[config.mk]
export PLATFORM = sky130hd
export DESIGN_NAME = vote_tally
export DESIGN_NICKNAME = d
export VERILOG_FILES = /design/src/rtl/vote_pkg.sv /design/src/rtl/btn_debounce.sv /design/src/rtl/vote_tally.sv
export SDC_FILE = /design/constraint.sdc
export NUM_CORES = 1
export LEC_CHECK = 0
export CORE_MARGIN = 5
export CORE_UTILIZATION = 33
export CTS_CLUSTER_SIZE = 8
export DETAILED_ROUTE_END_ITERATION = 6
export PLACE_DENSITY_LB_ADDON = 0.1
export SYNTH_ARGS = -nofsm -noshare
export SYNTH_HDL_FRONTEND = slang
export SYNTH_HIERARCHICAL = 1
export SYNTH_SLANG_ARGS = --single-unit
export TNS_END_PERCENT = 5
[constraint.sdc]
create_clock -name clk -period 5.3 [get_ports clk]
set_input_delay 1.06 -clock clk [delete_from_list [all_inputs] [get_ports clk]]
set_output_delay 1.06 -clock clk [all_outputs]
set_load 0.03 [all_outputs]
[src/rtl/vote_pkg.sv]
// vote_pkg: shared state encoding, sizes and candidate indices for the vote tally slice
package vote_pkg;
    typedef enum logic [1:0] {IDLE, ARMED, RELEASE, CLOSED} state_t;
    localparam int NUM_CAND = 4;
    localparam int DEF_CNT_W = 8;
    localparam int CAND1 = 0;
    localparam int CAND2 = 1;
    localparam int CAND3 = 2;
    localparam int CAND4 = 3;
    function automatic logic [1:0] onehot_idx(input logic [NUM_CAND-1:0] v);
        return v[1] ? 2'd1 : v[2] ? 2'd2 : v[3] ? 2'd3 : 2'd0;
    endfunction
endpackage

[src/rtl/btn_debounce.sv]
// btn_debounce: 2-flop synchroniser plus stable one-hot hold detection
// The hold count saturates above HOLD_CYCLES, so a button held across sessions never votes twice.
module btn_debounce import vote_pkg::*; #(
    parameter int HOLD_CYCLES = 4
) (
    input  logic                clk,
    input  logic                rst_n,
    input  logic [NUM_CAND-1:0] btn,
    output logic [NUM_CAND-1:0] bs,
    output logic                acc,
    output logic [NUM_CAND-1:0] acc_bit,
    output logic                multi
);
    localparam int HW = $clog2(HOLD_CYCLES + 2);
    localparam logic [HW-1:0] HMAX = HW'(HOLD_CYCLES + 1);
    logic [NUM_CAND-1:0] s1, prev;
    logic [HW-1:0] cnt, hold;
    logic onehot, many, many_q;
    assign onehot = $countones(bs) == 1;
    assign many = $countones(bs) > 1;
    assign hold = !onehot ? '0 : bs != prev ? HW'(1) : cnt == HMAX ? cnt : cnt + HW'(1);
    assign acc = onehot && hold == HW'(HOLD_CYCLES);
    assign acc_bit = bs;
    assign multi = many && !many_q;
    always_ff @(posedge clk) begin
        if (!rst_n) begin
            s1 <= '0;
            bs <= '0;
            prev <= '0;
            cnt <= '0;
            many_q <= 1'b0;
        end else begin
            s1 <= btn;
            bs <= s1;
            prev <= bs;
            cnt <= hold;
            many_q <= many;
        end
    end
endmodule

[src/rtl/vote_tally.sv]
// vote_tally: session-authorised, debounced, saturating four-candidate vote counter
// Optional VOTE_TIMEOUT_EN adds a session timeout and the timeout pulse output.
module vote_tally import vote_pkg::*; #(
    parameter int HOLD_CYCLES = 4,
`ifdef VOTE_TIMEOUT_EN
    parameter int TIMEOUT_CYCLES = 1000,
`endif
    parameter int CNT_W = DEF_CNT_W
) (
    input  logic                clk,
    input  logic                rst_n,
    input  logic                voter_en,
    input  logic                close_poll,
    input  logic [NUM_CAND-1:0] btn,
    output logic [CNT_W-1:0]    cand1,
    output logic [CNT_W-1:0]    cand2,
    output logic [CNT_W-1:0]    cand3,
    output logic [CNT_W-1:0]    cand4,
    output logic                armed,
    output logic                vote_ack,
    output logic                multi_err,
    output logic                sat,
`ifdef VOTE_TIMEOUT_EN
    output logic                timeout,
`endif
    output logic                closed
);
    state_t state;
    logic [CNT_W-1:0] cnt [NUM_CAND];
    logic [NUM_CAND-1:0] bs, acc_bit;
    logic acc, multi;
    logic [1:0] idx;
`ifdef VOTE_TIMEOUT_EN
    localparam int TW = $clog2(TIMEOUT_CYCLES + 1);
    logic [TW-1:0] tcnt;
`endif
    btn_debounce #(.HOLD_CYCLES(HOLD_CYCLES)) u_deb (
        .clk(clk), .rst_n(rst_n), .btn(btn), .bs(bs),
        .acc(acc), .acc_bit(acc_bit), .multi(multi)
    );
    assign idx = onehot_idx(acc_bit);
    assign cand1 = cnt[CAND1];
    assign cand2 = cnt[CAND2];
    assign cand3 = cnt[CAND3];
    assign cand4 = cnt[CAND4];
    assign armed = state == ARMED;
    assign closed = state == CLOSED;
    always_ff @(posedge clk) begin
        if (!rst_n) begin
            state <= IDLE;
            cnt <= '{default: '0};
            vote_ack <= 1'b0;
            multi_err <= 1'b0;
            sat <= 1'b0;
`ifdef VOTE_TIMEOUT_EN
            tcnt <= '0;
            timeout <= 1'b0;
`endif
        end else begin
            vote_ack <= 1'b0;
            multi_err <= 1'b0;
`ifdef VOTE_TIMEOUT_EN
            timeout <= 1'b0;
`endif
            case (state)
                IDLE: begin
                    if (close_poll) state <= CLOSED;
                    else if (voter_en) state <= ARMED;
`ifdef VOTE_TIMEOUT_EN
                    tcnt <= '0;
`endif
                end
                ARMED: begin
`ifdef VOTE_TIMEOUT_EN
                    tcnt <= tcnt + TW'(1);
`endif
                    if (close_poll) state <= CLOSED;
                    else if (acc) begin
                        vote_ack <= 1'b1;
                        state <= RELEASE;
                        // a full count holds and flags saturation instead of wrapping
                        if (cnt[idx] == '1) sat <= 1'b1;
                        else cnt[idx] <= cnt[idx] + 1'b1;
                    end
`ifdef VOTE_TIMEOUT_EN
                    else if (tcnt == TW'(TIMEOUT_CYCLES - 1)) begin
                        state <= IDLE;
                        timeout <= 1'b1;
                    end
`endif
                    else multi_err <= multi;
                end
                RELEASE: begin
                    if (close_poll) state <= CLOSED;
                    else if (bs == '0) state <= IDLE;
                end
                default: ;
            endcase
        end
    end
endmodule

==> flow_summary_export.csv <==
group,metric,value,unit
run_status,status,"finished, final reports clean",
synth,synth_cell_type_count,52,
synth,syn_nets,315,
synth,yosysWarnings,6,
final_layout,fillCellCount,786,
sta,hold_viol,0,
final_layout,multiInputGateArea,1470,um^2
floorplanning,pin_count,45,
hold_path,min_path_type,"reg -> reg",
synth,synth_edf_count,0,
floorplanning,core,7810,um^2
sta,fin_crit_sh,72.2,%
sta,period_minus_slack,3.83,ns
floorplanning,die_area,10000,um^2
final_layout,regArea,1060,um^2
placed_design,pre_cts_ws,1.45,ns
floorplanning,initial_utilization,34.2,%
routing,route.detailed.drc,0,
sta,worstMarginPinSlew,0.820,ns
synth,syn_avg_cell_area,9.09,um^2
cts,cts_setup_buffers,0,
cts,hold_buffers,0,
synth,ys.flop_type,"dfxtp_1",
critical_path,critPathRequiredTime,5.49,ns
routing,first_iter_violations,92,
global_routing,antenna_found_initial,0,
synth,synth_async_sr_flop_share,0,%
floorplanning,rows,32,
critical_path,critical_path_arrival,4.02,ns
final_layout,n_antenna_cell,0,
routing,wl_per_cell,15.3,um
cts,clk_latency,0.30,ns
critical_path,cp-end-kind,"flop",
sta,hold_ws,0.439,ns
sta,setup_ws,1.47,ns
cts,cts_tree,"built",
synth,synth.cell_area,2670,um^2
power_and_ir_drop,power_density,229,nW/um^2
critical_path,crit_top_cell,"inv_1",
global_routing,grt_max_degree,50,
routing,wl,6730,um
floorplanning,die_y,100,um
final_layout,nets,358,
critical_path,cp_slowest_cell,"a2111oi_4",
sta,tns,0,ns
cts,htree_levels,2,
synth,ys_seq_area_share,39.7,%
routing,route.met2.wl,2870,um
critical_path,worstPathCellList,"inv_1 > fa_1 > inv_1 > ha_1 > inv_1 > ha_1 > nor3b_4 > o2111ai_1 > nor4_2 > nand2_1 > or2_2 > a2111oi_4 > mux2i_1 > nor2b_1",
routing,wl_met1,3460,um
routing,ant_nets,0,
critical_path,rrSetupSlack,1.47,ns
cts,clockBufferDepth,2,
synth,synth_area_leaders,"dfxtp_1 (40%), ha_1 (5.6%), nor3b_1 (4.5%)",
final_layout,drive_gt1_share,6.80,%
global_routing,first_global_vias,2176,
critical_path,critPathMaxStageDelay,0.67,ns
flow_run,maxCapViolCount,0,
critical_path,crit_path_start_kind,"flop",
sta,setup_viol,0,
sta,slew_violations,0,
sta,rsz0062_at_grt,"false",
sta,fmax,261,MHz
sta,relSlewSlack,43.9,%
synth,ys_ff_latch,53,
routing,vias,2156,
global_routing,globalRoute.totalOverflow,0,
synth,yosys.area.top_type,"dfxtp_1",
placed_design,portBuffers,44,
routing,highest_layer,"met4",
critical_path,cp_max_fo,10,
routing,viasPerCell,4.90,
routing,met3_length,339,um
global_routing,grt_util_all_layers,13.9,%
placed_design,dp_hpwl,4680,um
routing,first_pass_iters,4,
critical_path,crit_type,"reg -> reg",
cts,clkSinkCount,53,
power_and_ir_drop,ir_drop,0.000126,V
floorplanning,die_x,100,um
power_and_ir_drop,p_leak,1.18,nW
sta,clock_skew,0.00891,ns
placed_design,gp_congestion,0.776,
cts,path_clk_slew,0.09,ns
global_routing,grt_pass1_wl,11100,um
final_layout,syn2layout_area_growth,22.6,%
cts,root_buffer,"clkbuf_8",
synth,synth_top_area_share,39.7,%
synth,syn_inst,294,
cts,numCtsBuffers,5,
cts,post_cts_resized,0,
==> final cells by class <==
class	instances	share of cell area (%)
clock inverter	2	0.305
timing repair buffer	49	14.6
tap	102	3.89
clock buffer	6	2.21
inverter	16	1.83
sequential	53	32.4
multi-input combinational	212	44.8
==> synth_stat cells, types with 3 or more instances <==
cell type  instances
and2_1            11
o21ai_0           13
nor2_1            30
a21boi_0           8
nor3b_1           16
xnor2_1            7
buf_4              5
nand2b_1           3
inv_1             15
a211oi_1           3
ha_1              12
nor2b_1            8
clkbuf_1           4
a21o_1             3
nor3_1             4
nand2_1           26
dfxtp_1           53
a221oi_1           3
mux2i_1           11
nand3_1            3
xor2_1             3
a21oi_1           15
==> cells by family after synthesis <==
family | count (synthesis) | share of synthesized area [%]
AOI/OAI and AO/OA | 60 | 16.3
xor gates and xnor gates | 11 | 3.88
adders and majority gates | 13 | 6.36
buffers and inverters | 29 | 5.43
DFF | 53 | 39.7
muxes | 12 | 4.54
and+or+nand+nor | 116 | 23.8
==> sequential cells by signal, summed over array words and instances (netlist names) <==
register,cells
multi_err,1
sat,1
u_deb/cnt,3
cand4,8
cand2,8
u_deb/acc_bit,4
cand1,8
u_deb/many_q,1
u_deb/s1,4
u_deb/prev,4
vote_ack,1
state,2
cand3,8
==> layer usage <==
layer,global-route usage [%],vias up
met5,0,-
met4,3.94,0
met3,3.13,5
met2,20.7,43
met1,20.1,1013
li1,-,1095
==> final timing paths <==
| kind | startpoint | to | cells past startpoint |
|---|---|---|---|
| min | u_deb/s1[0]$_SDFF_PN0_ | u_deb/acc_bit[0]$_SDFF_PN0_ | 1 |
| min reg2reg | u_deb/s1[0]$_SDFF_PN0_ | u_deb/acc_bit[0]$_SDFF_PN0_ | 1 |
| max | u_deb/acc_bit[0]$_SDFF_PN0_ | cand1[2]$_SDFFE_PN0P_ | 14 |
| max reg2reg | u_deb/acc_bit[0]$_SDFF_PN0_ | cand1[2]$_SDFFE_PN0P_ | 14 |
==> report_power, final <==
| part | internal (mW) | switching, mW |
|---|---|---|
| combinational | 0.0489 | 0.0640 |
| clock | 0.0920 | 0.130 |
| sequential | 0.408 | 0.00908 |
| total | 0.549 | 0.203 |
==> through the flow <==
step	cells	utilization [%]	power (mW)	area, um^2
6_report	440	42.0	0.752	3280
5_1_grt	440	42.0	0.791	3280
4_1_cts	440	42.0	0.762	3280
3_5_place_dp	432	40.9	0.539	3190
3_3_place_gp	432	40.9	0.540	3190
2_1_floorplan	294	-	0.509	2670
==> cells in the final DEF (no fill, tap or decap), types with 2 or more instances in the layout <==
cell type and n:
xnor2_1 7, o41ai_1 2, a221o_1 2, clkbuf_8 5
a221oi_1 3, a21o_1 3, mux2i_1 11, and2_1 11
inv_1 15, buf_4 5, nand2_1 26, and3b_1 2
xor2_1 3, nor4_2 2, a21oi_1 15, nor2_1 30
nor3b_1 16, nor3_1 4, nand2b_1 3, ha_1 12
nor2b_1 8, nand3_1 3, a211oi_1 3, o21ai_1 2
o21ai_0 13, clkdlybuf4s50_1 44, a21boi_0 8, dfxtp_1 53
nand4_1 2, clkinv_2 2
==> critical path, delay by kind of cell, from the launching register on <==
family	cells	cell delay, ns
simple gates	5	1.05
mux	1	0.27
flops	1	0.38
fa+ha+maj	3	0.98
compound gates	2	0.83
buf+inv	3	0.21
No activity file was read; power rests on OpenSTA's default activity.
